`src/rtl/frame_window_sequencer.sv`:
```
// frame_window_sequencer
//   Sequences a raster pixel stream into a 3x3 line/frame buffer and issues
//   window reads. A row of windows can only be read once the row below it
//   has been written, so writes and reads interleave row by row. The last
//   row's windows are read without a further write phase.
//
// Ports
//   I_CLK, I_RESET            clock, synchronous active-high reset
//   I_START                   frame start request (sampled in IDLE only)
//   I_PIXEL_VALID / I_PIXEL   upstream pixel stream, raster order
//   O_PIXEL_READY             pixel accepted when high with I_PIXEL_VALID
//   O_BUF_ROW / O_BUF_COLUMN  buffer address (write or window read)
//   O_BUF_PIXEL               buffer write data
//   O_BUF_WRITE_ENABLE        buffer write strobe
//   O_BUF_READ_ENABLE         buffer window-read strobe
//   I_WINDOW_READY            downstream accepts the current window
//   O_WINDOW_VALID            buffer matrix output holds an unconsumed window
//   O_CENTER_ROW/_COLUMN      center address of the valid window
//   O_BUSY                    high whenever not IDLE
//   O_FRAME_DONE              one-cycle pulse as the final window is accepted
module frame_window_sequencer #(
  parameter int P_COLUMNS     = 640,
  parameter int P_ROWS        = 4,
  parameter int P_PIXEL_DEPTH = 8,
  localparam int P_COLUMNS_BITS = $clog2(P_COLUMNS),
  localparam int P_ROWS_BITS    = $clog2(P_ROWS)
) (
  input  logic                      I_CLK,
  input  logic                      I_RESET,
  input  logic                      I_START,
  input  logic                      I_PIXEL_VALID,
  input  logic [P_PIXEL_DEPTH-1:0]  I_PIXEL,
  output logic                      O_PIXEL_READY,
  output logic [P_COLUMNS_BITS-1:0] O_BUF_COLUMN,
  output logic [P_ROWS_BITS-1:0]    O_BUF_ROW,
  output logic [P_PIXEL_DEPTH-1:0]  O_BUF_PIXEL,
  output logic                      O_BUF_WRITE_ENABLE,
  output logic                      O_BUF_READ_ENABLE,
  input  logic                      I_WINDOW_READY,
  output logic                      O_WINDOW_VALID,
  output logic [P_COLUMNS_BITS-1:0] O_CENTER_COLUMN,
  output logic [P_ROWS_BITS-1:0]    O_CENTER_ROW,
  output logic                      O_BUSY,
  output logic                      O_FRAME_DONE
);

  localparam logic [P_COLUMNS_BITS-1:0] COL_LAST = P_COLUMNS_BITS'(P_COLUMNS - 1);
  localparam logic [P_ROWS_BITS-1:0]    ROW_LAST = P_ROWS_BITS'(P_ROWS - 1);
  localparam logic [P_COLUMNS_BITS-1:0] COL_ONE  = P_COLUMNS_BITS'(1);
  localparam logic [P_ROWS_BITS-1:0]    ROW_ONE  = P_ROWS_BITS'(1);

  typedef enum logic [2:0] {
    S_IDLE,
    S_WRITE,
    S_READ,
    S_LAST,
    S_DRAIN
  } state_e;

  state_e                    state_q, state_d;
  logic [P_ROWS_BITS-1:0]    wr_row_q, wr_row_d;
  logic [P_COLUMNS_BITS-1:0] wr_col_q, wr_col_d;
  logic [P_ROWS_BITS-1:0]    rd_row_q, rd_row_d;
  logic [P_COLUMNS_BITS-1:0] rd_col_q, rd_col_d;
  logic                      win_valid_q, win_valid_d;
  logic [P_ROWS_BITS-1:0]    ctr_row_q, ctr_row_d;
  logic [P_COLUMNS_BITS-1:0] ctr_col_q, ctr_col_d;

  logic pix_ready;
  logic accept;
  logic rd_issue;
  logic handshake;
  logic frame_done;

  // Strobes are masked while reset is asserted so nothing reaches the
  // buffer during the reset cycle, even if the state is still mid-frame.
  always_comb begin
    pix_ready  = (state_q == S_WRITE) && !I_RESET;
    accept     = pix_ready && I_PIXEL_VALID;
    // A new window may be read when the output slot is empty or is being
    // consumed this very cycle; that overlap gives one window per cycle.
    rd_issue   = ((state_q == S_READ) || (state_q == S_LAST)) &&
                 (!win_valid_q || I_WINDOW_READY) && !I_RESET;
    handshake  = win_valid_q && I_WINDOW_READY;
    frame_done = (state_q == S_DRAIN) && handshake && !I_RESET;
  end

  always_comb begin
    state_d  = state_q;
    wr_row_d = wr_row_q;
    wr_col_d = wr_col_q;
    rd_row_d = rd_row_q;
    rd_col_d = rd_col_q;

    case (state_q)
      S_IDLE: begin
        if (I_START) begin
          state_d  = S_WRITE;
          wr_row_d = '0;
          wr_col_d = '0;
        end
      end
      S_WRITE: begin
        if (accept) begin
          if (wr_col_q == COL_LAST) begin
            wr_col_d = '0;
            // Row 0 has no row below it yet, so keep writing into row 1
            // before any window of row 0 can be formed.
            if (wr_row_q == '0) begin
              wr_row_d = ROW_ONE;
            end else begin
              state_d  = S_READ;
              rd_row_d = wr_row_q - ROW_ONE;
              rd_col_d = '0;
            end
          end else begin
            wr_col_d = wr_col_q + COL_ONE;
          end
        end
      end
      S_READ: begin
        if (rd_issue) begin
          if (rd_col_q == COL_LAST) begin
            rd_col_d = '0;
            if (wr_row_q == ROW_LAST) begin
              state_d  = S_LAST;
              rd_row_d = ROW_LAST;
            end else begin
              state_d  = S_WRITE;
              wr_row_d = wr_row_q + ROW_ONE;
            end
          end else begin
            rd_col_d = rd_col_q + COL_ONE;
          end
        end
      end
      S_LAST: begin
        if (rd_issue) begin
          if (rd_col_q == COL_LAST) begin
            state_d  = S_DRAIN;
            rd_col_d = '0;
          end else begin
            rd_col_d = rd_col_q + COL_ONE;
          end
        end
      end
      S_DRAIN: begin
        if (handshake) state_d = S_IDLE;
      end
      default: state_d = S_IDLE;
    endcase
  end

  // Window slot: a read refills it, a handshake without a refill empties
  // it, otherwise it holds (the buffer keeps its matrix while unread).
  always_comb begin
    win_valid_d = win_valid_q;
    ctr_row_d   = ctr_row_q;
    ctr_col_d   = ctr_col_q;
    if (rd_issue) begin
      win_valid_d = 1'b1;
      ctr_row_d   = rd_row_q;
      ctr_col_d   = rd_col_q;
    end else if (handshake) begin
      win_valid_d = 1'b0;
    end
  end

  always_ff @(posedge I_CLK) begin
    if (I_RESET) begin
      state_q     <= S_IDLE;
      wr_row_q    <= '0;
      wr_col_q    <= '0;
      rd_row_q    <= '0;
      rd_col_q    <= '0;
      win_valid_q <= 1'b0;
      ctr_row_q   <= '0;
      ctr_col_q   <= '0;
    end else begin
      state_q     <= state_d;
      wr_row_q    <= wr_row_d;
      wr_col_q    <= wr_col_d;
      rd_row_q    <= rd_row_d;
      rd_col_q    <= rd_col_d;
      win_valid_q <= win_valid_d;
      ctr_row_q   <= ctr_row_d;
      ctr_col_q   <= ctr_col_d;
    end
  end

  // Write and read cannot coincide (disjoint states); the address bus
  // rests at zero when neither strobe is active.
  always_comb begin
    O_BUF_ROW    = '0;
    O_BUF_COLUMN = '0;
    O_BUF_PIXEL  = '0;
    if (accept) begin
      O_BUF_ROW    = wr_row_q;
      O_BUF_COLUMN = wr_col_q;
      O_BUF_PIXEL  = I_PIXEL;
    end else if (rd_issue) begin
      O_BUF_ROW    = rd_row_q;
      O_BUF_COLUMN = rd_col_q;
    end
  end

  assign O_PIXEL_READY      = pix_ready;
  assign O_BUF_WRITE_ENABLE = accept;
  assign O_BUF_READ_ENABLE  = rd_issue;
  assign O_WINDOW_VALID     = win_valid_q;
  assign O_CENTER_ROW       = ctr_row_q;
  assign O_CENTER_COLUMN    = ctr_col_q;
  assign O_BUSY             = (state_q != S_IDLE);
  assign O_FRAME_DONE       = frame_done;

endmodule
```
`config.mk`:
```
export PLATFORM = sky130hd
export DESIGN_NAME = frame_window_sequencer
export DESIGN_NICKNAME = d
export VERILOG_FILES = /design/src/rtl/frame_window_sequencer.sv
export SDC_FILE = /design/constraint.sdc
export NUM_CORES = 1
export LEC_CHECK = 0
export BUFFER_PORTS_ARGS = -buffer_cell sky130_fd_sc_hd__buf_4
export CORE_MARGIN = 10
export CORE_UTILIZATION = 53
export CTS_BUF_LIST = sky130_fd_sc_hd__clkbuf_16
export DETAILED_ROUTE_END_ITERATION = 16
export GPL_TIMING_DRIVEN = 0
export PLACE_DENSITY = 0.79
export SLEW_MARGIN = 25
export SYNTH_ARGS = -nofsm -noshare
export SYNTH_HDL_FRONTEND = slang
export SYNTH_SLANG_ARGS = --single-unit
export TNS_END_PERCENT = 100
```
`constraint.sdc`:
```
create_clock -name I_CLK -period 2.3 [get_ports I_CLK]
set_clock_uncertainty 0.1 [all_clocks]
set_input_delay 0 -clock I_CLK [delete_from_list [all_inputs] [get_ports I_CLK]]
set_output_delay 0 -clock I_CLK [all_outputs]
set_load 0.02 [all_outputs]
```
==> impl_results.md <==
- Status: finished, final reports clean
- CTS Buf Count: 5
- Gr usage total: 16.9%
- Count leader, synth: nand2_1
- Peak supply drop: 357 uV
- Post-synthesis sequential area ratio: 37.0%
- Asr flop ratio synth: 0%
- Synth-to-layout area growth: 31.9%
- Top post-synthesis cells by area: dfxtp_1, nand2_1, a21oi_1
- Hold Crit Start: I_PIXEL[5]
- Reg power frac: 40.9%
- DR iter-0 viols: 144
- Final Hold Vio Count: 0
- Worst path bufs/invs: 0
- Ordered cell list for the critical path: ha_4 -> and3_4 -> nand4b_1 -> and2_4 -> or4_4 -> a221oi_1
- Count of different cell masters after synthesis: 53
- Final Cycle Share: 97.5%
- Most frequent cells after synthesis: nand2_1, dfxtp_1, a21oi_1
- Setup ws final: 0.0573 ns
- Fraction of layout cells with a size suffix above 1: 25.9%
- Clk_lat worst skew: 0.28 ns
- Slew headroom: 55.7%
- RePlAce Congestion: 0.848
- Largest family of logic cells by synthesized area: simple AND/OR/NAND/NOR gates
- Worst hold path depth: 3
- Syn_area_per_cell: 7.71 um2
- Hold/Removal Path Class: input port to output pin
- Root Driver: clkbuf_16
- DRC Markers: 0
- H-tree depth: 2
- Post-synth EDFFs: 0
- Critical path's slowest cell: or4_4
- Final WL: 6200 um
- PnR Total Power: 1.78 mW
- DP HPWL: 4450 um
- Max-Cap Viols: 0
- Switching pwr: 0.448 mW
- Design internal power: 1.33 mW
- Minimum clock period: 2.24 ns
- Worst r2r src: wr_col_q[0]
- Worst Tran Pin Value: 0.665 ns
- FILL cells: 313
- Antenna cell count: 0
- Leak pwr: 1.21 nW
- Vias in the first global route: 2132
- F_max: 0.446 GHz
- Design Area, Final: 0.00286 mm2
- Detailed-router iteration count before antenna repair: 5
- Reg-to-Reg End: rd_row_q[1]
- Die X: 83.9 um
- Reg clk slew, reported paths: 0.06 ns
- Max incr delay on CP: 0.53 ns
- Largest net degree at the start of global routing: 14
- Starting density of the core: 54.5%
- Placed cell area: 0.00260 mm2
- Reg2Reg Depth: 6
- Synth top area share: 37.0%
- Worst-path fanout max: 5
- Mapped Nets: 298
- Flops & latches, synth: 40
- Main flop type after synthesis: dfxtp_1
- Sw Ratio: 25.2%
- Required time of the worst setup path: 2.39 ns
- Clock network fraction of total power: 44.4%
- Critical path class: flop to flop
- Drt via density: 5.62
- Worst setup SP type: flop
- Antenna violations before repair: 0
- Adder-Cell Fraction of Synth Area: 2.31%
- Xor/xnor share of the synthesized area: 3.24%
- Synth warnings: 0
- WHS Endpoint: O_BUF_PIXEL[5]
- Final core utilization: 72.0%
- Pre-CTS setup slack: -0.0536 ns
- CP arrival: 2.33 ns
- Final setup violation count: 0
- Avg WL per Cell: 15.8 um
- TNS Setup: 0 ns
- Simple-gate area share of the yosys netlist: 36.0%
- Pwr/cell area: 622 mW/mm2
- Site Rows: 23
- I/O pin total: 51
- Die height: 83.9 um
- Synth Cell Area: 0.00217 mm2
- Layout Nets: 359
- Port bufs: 49
- Worst setup EP type: flop
- Mux share of post-synthesis cell area: 0.520%
- Final Max Slew Viols: 0
- Area of the core: 0.00397 mm2
- Compound-gate portion of the synthesized area: 15.9%
- Vias: 2207
- Post-route ant nets: 0
- Footprint of the multi-input gates: 0.00129 mm2
- Cells after Synth: 281
- Die area: 0.00704 mm2
- R2r setup slk: 0.06 ns
- GR Overflow Total: 0
- Hold WS: 0.208 ns
- Longest Clk Path Bufs: 2
- CTS tree: done
- Placed cells: 380
- First-pass GRT wire length: 10100 um
- Combinational power share: 14.7%
- Non-Filler Instances: 393
- Leading area contributor after synthesis: dfxtp_1
- Crit path max-delay family: simple AND/OR/NAND/NOR gates
- CTS Sinks: 40
- Register area: 807 um2
cells in the final DEF (no fill, tap or decap), drive strengths merged, types with 3 or more instances in the layout:
cell type | netlist | final
a211oi | 3 | 3
a21oi | 27 | 27
a221oi | 3 | 3
and2 | 11 | 11
and3 | 4 | 4
buf | 7 | 57
clkbuf | 8 | 15
dfxtp | 40 | 40
ha | 4 | 4
inv | 10 | 10
nand2 | 67 | 67
nand3 | 14 | 14
nand4 | 5 | 5
nand4b | 4 | 4
nor2 | 21 | 21
nor2b | 3 | 3
nor3 | 4 | 4
nor3b | 3 | 3
o21ai | 7 | 7
or3 | 3 | 3
xor2 | 6 | 6
sequential cells by signal, indices dropped and copies added (netlist names):
name and flops:
state_q 3, O_CENTER_COLUMN 10, rd_col_q 10, wr_row_q 2
rd_row_q 2, O_WINDOW_VALID 1, O_CENTER_ROW 2, wr_col_q 10
layout make-up:
cell class	instances	area share, %
clock buffers	5	4.38
clock inverters	3	1.49
inverters	10	1.31
plain buffers	15	2.93
multi-input cells	216	45.1
well taps	50	2.19
flip-flops and latches	40	28.2
repair buffers	54	14.4
power groups by stage:
stage                     clock (mW)  combinational (mW)  sequential (mW)
final                          0.789               0.261            0.727
after global routing           0.824               0.288            0.729
after CTS                      0.798               0.250            0.725
after detailed placement           0               0.245            0.739
after global placement             0               0.242            0.739
after floorplan                    0               0.171            0.735
cells by family after synthesis:
group	count (synthesis)
AO/OA/AOI/OAI	53
adder cells (fa/ha/maj)	4
flip-flops	40
AND/OR/NAND/NOR	150
XOR/XNOR	8
buffers and inverters	25
multiplexers	1
worst reg2reg max path: stages (launching register included):
cell and delay, ns:
dfxtp_2 0.39, ha_4 0.18, and3_4 0.20, nand4b_1 0.22
and2_4 0.23, or4_4 0.53, a221oi_1 0.30
metal layers:
layer	track usage, %	wire (um)
met1	19.9	2640
met2	27.5	2940
met3	6.35	553
met4	5.48	72
met5	0	0
how the worst max path moves through the flow:
stage | slack [ns] | startpoint | cells past startpoint | to
after floorplan | 0.20 | wr_col_q[0] | 6 | rd_row_q[0]
after global placement | -0.04 | wr_col_q[0] | 6 | rd_row_q[1]
after detailed placement | -0.05 | wr_col_q[0] | 6 | rd_row_q[1]
after CTS | -0.01 | state_q[2] | 7 | rd_col_q[3]
after global routing | -0.01 | state_q[2] | 8 | O_BUF_COLUMN[1]
final | 0.06 | wr_col_q[0] | 6 | rd_row_q[1]
what timing repair did:
| item | 4_1_cts | 5_1_grt |
|---|---|---|
| resized for setup | 4 | 16 |
| endpoints found under the hold margin | 3 | 0 |
| endpoints found under the setup margin | 11 | 24 |
| buffers inserted | 0 | 3 |
| pin swaps | 0 | 4 |
| hold buffers | 2 | 0 |
(Power assumes the default switching activity.)
